File: config.mk
export PLATFORM = sky130hd
export DESIGN_NAME = cpu_core_p
export DESIGN_NICKNAME = d
export VERILOG_FILES = /design/src/rtl/cpu_pkg.sv /design/src/rtl/cpu_alu_p.sv /design/src/rtl/cpu_core_p.sv
export SDC_FILE = /design/constraint.sdc
export NUM_CORES = 1
export LEC_CHECK = 0
export CORE_MARGIN = 1.5
export CORE_UTILIZATION = 66
export CTS_BUF_LIST = sky130_fd_sc_hd__clkbuf_16
export CTS_CLUSTER_DIAMETER = 150
export CTS_CLUSTER_SIZE = 25
export DETAILED_ROUTE_END_ITERATION = 16
export PLACE_DENSITY = 0.92
export SETUP_SLACK_MARGIN = 0.5
export SLEW_MARGIN = 5
export SYNTH_ARGS = -nofsm -noshare
export SYNTH_HDL_FRONTEND = slang
export SYNTH_SLANG_ARGS = --single-unit
File: constraint.sdc
create_clock -name clk -period 4.9 [get_ports clk]
set_input_delay 0.49 -clock clk [delete_from_list [all_inputs] [get_ports clk]]
set_output_delay 0.49 -clock clk [all_outputs]
set_load 0.05 [all_outputs]
File: src/rtl/cpu_pkg.sv
// Shared encodings for the cpu_core_p accumulator machine: states, ALU modes,
// instruction fields and decode helpers.
package cpu_pkg;

  typedef enum logic [2:0] {
    FETCH, DECODE, IMM, MEM, EXEC, HALT, FAULT
  } state_t;

  typedef enum logic [2:0] {
    ALU_ADD, ALU_SUB, ALU_AND, ALU_OR, ALU_XOR, ALU_NOT, ALU_SHL, ALU_SHR
  } alu_mode_t;

  typedef struct packed {
    logic [1:0] cls;
    logic [2:0] op1;
    logic [2:0] op2;
  } instr_t;

  localparam logic [1:0] CLS_MOV = 2'b00;
  localparam logic [1:0] CLS_ALU = 2'b01;
  localparam logic [1:0] CLS_LDI = 2'b10;
  localparam logic [1:0] CLS_CTL = 2'b11;

  localparam logic [2:0] CTL_JMP  = 3'd0;
  localparam logic [2:0] CTL_JEZ  = 3'd1;
  localparam logic [2:0] CTL_JNZ  = 3'd2;
  localparam logic [2:0] CTL_JC   = 3'd3;
  localparam logic [2:0] CTL_CALL = 3'd4;
  localparam logic [2:0] CTL_RET  = 3'd5;
  localparam logic [2:0] CTL_OUT  = 3'd6;
  localparam logic [2:0] CTL_HALT = 3'd7;

  localparam logic [2:0] REG_MEM = 3'd7;

  // LDI into index 7 is rejected: there is no register there to load.
  function automatic logic instr_valid(input instr_t i);
    logic ok;
    ok = 1'b0;
    case (i.cls)
      CLS_MOV: ok = !((i.op1 == REG_MEM) && (i.op2 == REG_MEM));
      CLS_ALU: ok = (i.op2 == 3'd0);
      CLS_LDI: ok = (i.op1 == 3'd0) && (i.op2 != REG_MEM);
      default: ok = (i.op2 == 3'd0);
    endcase
    return ok;
  endfunction

  function automatic logic needs_imm(input instr_t i);
    logic n;
    n = 1'b0;
    case (i.cls)
      CLS_MOV: n = (i.op1 == REG_MEM) || (i.op2 == REG_MEM);
      CLS_LDI: n = 1'b1;
      CLS_CTL: n = (i.op1 <= CTL_CALL);
      default: n = 1'b0;
    endcase
    return n;
  endfunction

endpackage

File: src/rtl/cpu_alu_p.sv
// Combinational ALU: result modulo 2^DATA_W with carry/borrow/shift-out and zero.
module cpu_alu_p
  import cpu_pkg::*;
#(
  parameter int unsigned DATA_W = 8
) (
  input  logic [DATA_W-1:0] a,
  input  logic [DATA_W-1:0] b,
  input  alu_mode_t         mode,
  output logic [DATA_W-1:0] result,
  output logic              carry,
  output logic              zero
);

  always_comb begin
    result = '0;
    carry  = 1'b0;
    case (mode)
      ALU_ADD: {carry, result} = {1'b0, a} + {1'b0, b};
      ALU_SUB: {carry, result} = {1'b0, a} - {1'b0, b};
      ALU_AND: result = a & b;
      ALU_OR:  result = a | b;
      ALU_XOR: result = a ^ b;
      ALU_NOT: result = ~a;
      ALU_SHL: begin
        result = {a[DATA_W-2:0], 1'b0};
        carry  = a[DATA_W-1];
      end
      ALU_SHR: begin
        result = {1'b0, a[DATA_W-1:1]};
        carry  = a[0];
      end
      default: result = '0;
    endcase
  end

  assign zero = (result == '0);

endmodule

File: src/rtl/cpu_core_p.sv
// Multi-cycle accumulator CPU with req/ack memory port, return stack and OUT port.
module cpu_core_p
  import cpu_pkg::*;
#(
  parameter int unsigned DATA_W      = 8,
  parameter int unsigned ADDR_W      = 8,
  parameter int unsigned STACK_DEPTH = 4
) (
  input  logic              clk,
  input  logic              reset,
  output logic [ADDR_W-1:0] mem_addr,
  output logic [DATA_W-1:0] mem_wdata,
  input  logic [DATA_W-1:0] mem_rdata,
  output logic              mem_req,
  output logic              mem_we,
  input  logic              mem_ack,
  output logic [DATA_W-1:0] out_data,
  output logic              out_valid,
  output logic              halted,
  output logic              fault
);

  localparam int unsigned SP_W  = $clog2(STACK_DEPTH + 1);
  localparam int unsigned IDX_W = (STACK_DEPTH > 1) ? $clog2(STACK_DEPTH) : 1;

  state_t            state;
  instr_t            ir;
  logic [ADDR_W-1:0] pc;
  logic [ADDR_W-1:0] ir_pc;
  logic [DATA_W-1:0] imm;
  logic [DATA_W-1:0] regs [8];
  logic [ADDR_W-1:0] stack [STACK_DEPTH];
  logic [SP_W-1:0]   sp;
  logic              z_flag;
  logic              c_flag;

  logic [DATA_W-1:0] alu_result;
  logic              alu_carry;
  logic              alu_zero;
  logic [ADDR_W-1:0] imm_addr;

  assign imm_addr = imm[ADDR_W-1:0];

  cpu_alu_p #(.DATA_W(DATA_W)) u_alu (
    .a      (regs[0]),
    .b      (regs[1]),
    .mode   (alu_mode_t'(ir.op1)),
    .result (alu_result),
    .carry  (alu_carry),
    .zero   (alu_zero)
  );

  // Each memory state raises req once, holds the bus, and completes on ack.
  always_ff @(posedge clk) begin
    if (reset) begin
      state     <= FETCH;
      ir        <= '0;
      pc        <= '0;
      ir_pc     <= '0;
      imm       <= '0;
      sp        <= '0;
      z_flag    <= 1'b0;
      c_flag    <= 1'b0;
      mem_req   <= 1'b0;
      mem_we    <= 1'b0;
      mem_addr  <= '0;
      mem_wdata <= '0;
      out_data  <= '0;
      out_valid <= 1'b0;
      halted    <= 1'b0;
      fault     <= 1'b0;
      for (int i = 0; i < 8; i++) regs[i] <= '0;
      for (int i = 0; i < int'(STACK_DEPTH); i++) stack[i] <= '0;
    end else begin
      out_valid <= 1'b0;
      case (state)
        FETCH: begin
          if (!mem_req) begin
            mem_req  <= 1'b1;
            mem_we   <= 1'b0;
            mem_addr <= pc;
          end else if (mem_ack) begin
            mem_req <= 1'b0;
            ir      <= instr_t'(mem_rdata[7:0]);
            ir_pc   <= pc;
            pc      <= pc + ADDR_W'(1);
            state   <= DECODE;
          end
        end

        DECODE: state <= (instr_valid(ir) && needs_imm(ir)) ? IMM : EXEC;

        IMM: begin
          if (!mem_req) begin
            mem_req  <= 1'b1;
            mem_we   <= 1'b0;
            mem_addr <= pc;
          end else if (mem_ack) begin
            mem_req <= 1'b0;
            imm     <= mem_rdata;
            pc      <= pc + ADDR_W'(1);
            state   <= (ir.cls == CLS_MOV) ? MEM : EXEC;
          end
        end

        MEM: begin
          if (!mem_req) begin
            mem_req   <= 1'b1;
            mem_we    <= (ir.op1 == REG_MEM);
            mem_addr  <= imm_addr;
            mem_wdata <= regs[ir.op2];
          end else if (mem_ack) begin
            mem_req <= 1'b0;
            mem_we  <= 1'b0;
            if (!mem_we) regs[ir.op1] <= mem_rdata;
            state <= FETCH;
          end
        end

        EXEC: begin
          state <= FETCH;
          if (!instr_valid(ir)) begin
            state  <= FAULT;
            fault  <= 1'b1;
            halted <= 1'b1;
          end else begin
            case (ir.cls)
              CLS_MOV: regs[ir.op1] <= regs[ir.op2];
              CLS_ALU: begin
                regs[0] <= alu_result;
                z_flag  <= alu_zero;
                c_flag  <= alu_carry;
              end
              CLS_LDI: regs[ir.op2] <= imm;
              default: begin
                case (ir.op1)
                  CTL_JMP: pc <= imm_addr;
                  CTL_JEZ: if (z_flag) pc <= imm_addr;
                  CTL_JNZ: if (!z_flag) pc <= imm_addr;
                  CTL_JC:  if (c_flag) pc <= imm_addr;
                  // Stack faults rewind PC to the offending instruction.
                  CTL_CALL: begin
                    if (sp == SP_W'(STACK_DEPTH)) begin
                      pc     <= ir_pc;
                      state  <= FAULT;
                      fault  <= 1'b1;
                      halted <= 1'b1;
                    end else begin
                      stack[IDX_W'(sp)] <= pc;
                      sp                <= sp + SP_W'(1);
                      pc                <= imm_addr;
                    end
                  end
                  CTL_RET: begin
                    if (sp == '0) begin
                      pc     <= ir_pc;
                      state  <= FAULT;
                      fault  <= 1'b1;
                      halted <= 1'b1;
                    end else begin
                      pc <= stack[IDX_W'(sp - SP_W'(1))];
                      sp <= sp - SP_W'(1);
                    end
                  end
                  CTL_OUT: begin
                    out_data  <= regs[0];
                    out_valid <= 1'b1;
                  end
                  default: begin
                    state  <= HALT;
                    halted <= 1'b1;
                  end
                endcase
              end
            endcase
          end
        end

        default: state <= state;
      endcase
    end
  end

endmodule
==> Yosys cells after proc, flatten, opt, wreduce, memory -nomap -nowiden <==
Memory sizes are Yosys's and may differ from the RTL's. A register that Yosys moved wholly into a read port is not among the register bits.
Cells that the tools add are included.
W data, S select, Z words.
{ "word_totals": {"elab_cells": 211, "memories": 2, "mem_bits_rw": 96, "register_bits": 69, "in_bits": 11, "latchBits": 0, "mem_bits_ro": 0} }
{ "memory_table": {"columns": ["memory", "words", "width", "rd", "rd_clocked_by_memory_dff", "write_ports", "line", "source"], "rows": [
  ["regs", 8, 8, 3, 1, 8, "cpu_core_p.sv:31", "logic [DATA_W-1:0] regs [8];"],
  ["stack", 4, 8, 1, 0, 4, "cpu_core_p.sv:32", "logic [ADDR_W-1:0] stack [STACK_DEPTH];"]
]} }
{ "classes": {"order_cmp": 1, "div_mod_pow": 0, "shift": 0, "multipliers": 0, "bitwise_logic": 10, "mux": 99, "eq_ne": 41, "addsub": 5, "n_reduce_logical": 35} }
{ "ops": {"columns": ["op", "n"], "rows": [
  ["$mux W8", 16],
  ["$pmux W8 S8", 1],
  ["$mux W3", 18],
  ["$mux W1", 51],
  ["$pmux W8 S6", 1],
  ["$pmux W8 S2", 2],
  ["$ne A2 B2 Y1 const B", 14],
  ["$reduce_or A8 Y1", 3],
  ["$eq A3 B3 Y1 const B", 7],
  ["$ne A3 B3 Y1 const B", 7],
  ["$pmux W3 S5", 1],
  ["$reduce_and A3 Y1", 5],
  ["$eq A3 B2 Y1 const B", 4],
  ["$logic_not A3 Y1", 4],
  ["$reduce_and A5 Y1", 2],
  ["$add A8 B8 Y9", 1],
  ["$pmux W3 S3", 1],
  ["$reduce_and A9 Y1", 1],
  ["$sub A8 B8 Y9", 1],
  ["$add A8 B1 Y8 const B", 1],
  ["$and A8 B8 Y8", 1],
  ["$logic_not A8 Y1", 1],
  ["$not A8 Y8", 1],
  ["$or A8 B8 Y8", 1],
  ["other kinds (31)", 46]
]} }

==> Depth between registers and ports, before layout <==
{ "depth": {"word_depth": 14, "mapped_depth": 12, "ltp_nobuf": 11} }

==> By module <==
A second synthesis with hierarchy kept.
{ "unflattened": {"cells_unflattened": 940, "hier_area_um2": 9542.9} }
{ "by_module_without_submodules": {"columns": ["module", "seq_area_each_um2", "instances", "cells_per_inst", "area_per_inst_um2"], "rows": [
  ["cpu_core_p", 4324.1, 1, 748, 8190.4],
  ["cpu_alu_p", 0.0, 1, 192, 1352.5]
]} }

==> Worst setup path after synthesis <==
OpenSTA, ideal clock, no wires.
{ "synth_timing": {"path_kind": "register -> register", "from": "register ir[6] (netlist bit)", "to": "memory stack[3][0], enable pin", "path_stages_with_launch": 9, "arrival_ps": 2505, "n_path_buf": 1, "setup_time_ps": 398, "required_time_ps": 4502, "path_slack_ps": 1997, "period_less_slack_ps": 2903, "path_cell_list": "dfxtp_1 inv_1 ha_1 buf_2 nor4_1 a22oi_2 nand2_1 nand3_2 o41ai_1"} }
{ "synth_rtl": {"columns": ["element", "line", "source"], "rows": [
  ["start: declaration", "cpu_core_p.sv:27", "instr_t ir;"],
  ["start signal: assignment", "cpu_core_p.sv:84", "ir <= instr_t'(mem_rdata[7:0]);"],
  ["end: declaration", "cpu_core_p.sv:32", null]
]} }

==> metrics <==
crit path max-delay cell type=sky130_fd_sc_hd__nor3_1; mean post-synth cell area=about 10 sq um; cell count along the critical path=9; TritonCTS clock tree=built; capturing element of the worst setup path=stack[0][2]; final cycle utilization of the critical path=0.784; clock root buffer=sky130_fd_sc_hd__clkbuf_16; list of most frequent post-synthesis cells=sky130_fd_sc_hd__nand2_1, sky130_fd_sc_hd__nor2_1, sky130_fd_sc_hd__edfxtp_1; Synth area leader=sky130_fd_sc_hd__edfxtp_1; beginning of the worst register-to-register path=ir[6]; stage delay of the slowest cell on the critical path=roughly 0.90 ns; status=completed; area of the die=~15000 sq um; Vias=roughly 7.7k; flip-flop cell with the highest count after synthesis=sky130_fd_sc_hd__edfxtp_1; worst-path fanout max=18; setup repair after global routing missed its margin=no; top cell type's share of synthesized area=0.314; family with the most delay on the worst path=simple AND/OR/NAND/NOR gates; sequential area share after synthesis=0.471; final hold violation count=0; 1st-iter DRT viols=about 1.1k; number of distinct library cells after synthesis=about 70; total number of clock tree sinks=168; vias in the first global route=around 7k; Antenna Nets Post-Route=0; synthesized instance count=between 900 and 1k; Post-CTS Resized=0; Setup Crit Path Kind=flip-flop to flip-flop; Bufs and invs on worst path=1; CP Launch Point=ir[6]; placeable core area=between 10000 and 15000 sq um; relative slew slack=0.275; EDFF count, synth=96; antenna violations before repair=0; Max Cap Viol=0; required time of the critical path=between 5 and 6 ns; Remaining DRCs=0; critical path capture point type=flip-flop; sum of net half-perimeters after detailed placement=16800 um; Worst R2R End=stack[0][2]; final max-slew violation count=0; count of nets after finishing=994; cell types with the largest area share after synthesis=sky130_fd_sc_hd__edfxtp_1, sky130_fd_sc_hd__dfxtp_1, sky130_fd_sc_hd__mux4_2, sky130_fd_sc_hd__nand2_1, sky130_fd_sc_hd__nor2_1; Post-CTS Hold Buffers=0; leakage power=0.00371 uW; Max H-tree Level=4; horizontal die dimension=approximately 120 um; setup TNS=0 ns; effective utilization at floorplan=0.686; number of rows created at floorplan=42; time the worst path needs with I/O delays and setup=around 3.8 ns; TritonCTS Buffers=17; HP Class=flip-flop to flip-flop; total global-route track usage=0.341; Routed WL=about 24000 um; net count after synthesis=around 990; power density normalized to cell area=roughly 350 nW/um^2; count of boundary I/O pins=40; signal arrival time at the worst endpoint=3.97 ns; highest attainable clock frequency=approximately 260 MHz; share of layout cells above drive strength 1=0.0885; Die H=between 100 and 150 um; most frequently used cell type in the post-synthesis netlist=sky130_fd_sc_hd__nand2_1; number of buffers inserted by post-CTS setup repair=0; count of warnings emitted by yosys=0; GP Congestion=between 0.9 and 1; post-synthesis instance area=a little over 9000 sq um; clock tree buffer depth=2; mean routed wirelength per cell=around 21 um; ratio of routed vias to standard cells=between 6 and 7; Initial DRT Pass Iterations=8; Yosys reg bits=between 150 and 200; reg2reg path depth=9; FFs w/ async S/R, synth=0; maximum vdd drop=between 0.3 and 0.4 mV; global-route wire length before repair=37800 um; # diodes=0; count of buffers inserted at the top-level ports=39; CP Cell Sequence=inv_1, ha_1, nor4b_1, o21ai_1, nand2_1, nand3_2, nor3_1, and3_1, or2_2; Power Total=around 3600 uW; layout overhead on the synthesized area=11.4%; clock insertion delay at the later pin of the skew report=0.44 ns; minimum setup slack among reg-to-reg paths=between 1 and 1.5 ns; pin count of the biggest net entering global routing=44; pin slew with the least headroom to its limit=approximately 1.1 ns; post-CTS clock slew at the launch and capture registers of the worst setup and hold paths=approximately 0.070 ns; startpoint kind of the worst setup timing path=flip-flop; Setup-failing EPs final=0; Congestion Overflow GR=0; worst clock skew on the final layout=~0.011 ns
-- cells by family (layout without fill, tap and decap cells) --
group,Yosys count,in the layout,share of synthesized area
xor+xnor,8,8,0.00762
fa+ha+maj,36,36,0.0506
mux,51,51,0.0897
buf+inv,100,118,0.0423
compound gates,208,208,0.157
simple gates,371,371,0.182
flops,168,168,0.471
-- stage by stage --
step / hold WS, ns / area, sq um / setup slack [ns] / cells / utilization
global route: 0.480 / 10200 / 0.748 / 1136 / 0.764
detailed placement: 0.438 / 9620 / 1.18 / 1104 / 0.718
finish: 0.458 / 10200 / 1.06 / 1136 / 0.764
floorplan: 0.420 / 9190 / 2.00 / 942 / -
CTS: 0.456 / 10200 / 1.13 / 1136 / 0.764
global placement: 0.434 / 9620 / 1.28 / 1104 / 0.718
-- sequential cells by signal (all words and copies together), names as in the netlist, 8 cells and up, named ones only --
name and cells:
mem_addr 8, regs 64, out_data 8, mem_wdata 8, ir 8, imm 8, stack 32, pc 8
ir_pc 8
-- power by group --
group / switching, uW / internal (uW) / leakage, uW / total [uW]
sequential: 65.1 / 1540 / 0.00157 / 1610
clock: 600 / 816 / 0.000307 / 1420
combinational: 355 / 191 / 0.00183 / 546
total: 1020 / 2550 / 0.00371 / 3570
-- worst min-delay path by stage --
stage | start | end | depth (start not counted)
after floorplan | c_flag | c_flag | 2
after global placement | c_flag | c_flag | 2
after detailed placement | c_flag | c_flag | 2
after CTS | c_flag | c_flag | 2
after global routing | c_flag | c_flag | 2
final | c_flag | c_flag | 2
-- final cells by class --
class                   count  area (sq um)
multi-input cells         674          4480
flip-flops and latches    168          4320
fillers                   829          3160
repair buffers             48           453
clock buffers              17           425
well taps                 176           220
clock inverters            15           191
inverters                  38           143
-- placed cells by master, fill, tap and decap left out, drive strengths merged, types with 5 or more instances in the layout --
| cell type | count |
|---|---|
| o221ai | 5 |
| o22ai | 10 |
| nor2b | 8 |
| a221oi | 6 |
| a22oi | 13 |
| o211ai | 5 |
| clkdlybuf4s50 | 38 |
| clkbuf | 17 |
| o21ai | 42 |
| nand3 | 22 |
| a311oi | 8 |
| ha | 34 |
| a222oi | 8 |
| dfxtp | 72 |
| and2 | 39 |
| inv | 42 |
| and3 | 7 |
| xnor2 | 6 |
| nor3 | 19 |
| nor2 | 122 |
| a21oi | 49 |
| edfxtp | 96 |
| a21o | 7 |
| or2 | 5 |
| nand2b | 9 |
| clkinv | 8 |
| a211oi | 18 |
| nand2 | 125 |
| buf | 10 |
| mux4 | 25 |
| mux2i | 25 |
-- per-layer routing --
layer  vias up  GRT usage  part of all wire
met3        91     0.0710              0.10
li1       3423          -                 -
met4         0      0.157             0.043
met5         -          0                 0
met2       549      0.545              0.47
met1      3686      0.448              0.38
-- worst register-to-register path, cell delays in order (launching register included) --
cell and delay, ns:
sky130_fd_sc_hd__dfxtp_1 0.37, sky130_fd_sc_hd__inv_1 0.11, sky130_fd_sc_hd__ha_1 0.54, sky130_fd_sc_hd__nor4b_1 0.30
sky130_fd_sc_hd__o21ai_1 0.17, sky130_fd_sc_hd__nand2_1 0.20, sky130_fd_sc_hd__nand3_2 0.18, sky130_fd_sc_hd__nor3_1 0.90
sky130_fd_sc_hd__and3_1 0.45, sky130_fd_sc_hd__or2_2 0.31
No activity file was read; power rests on OpenSTA's default activity.
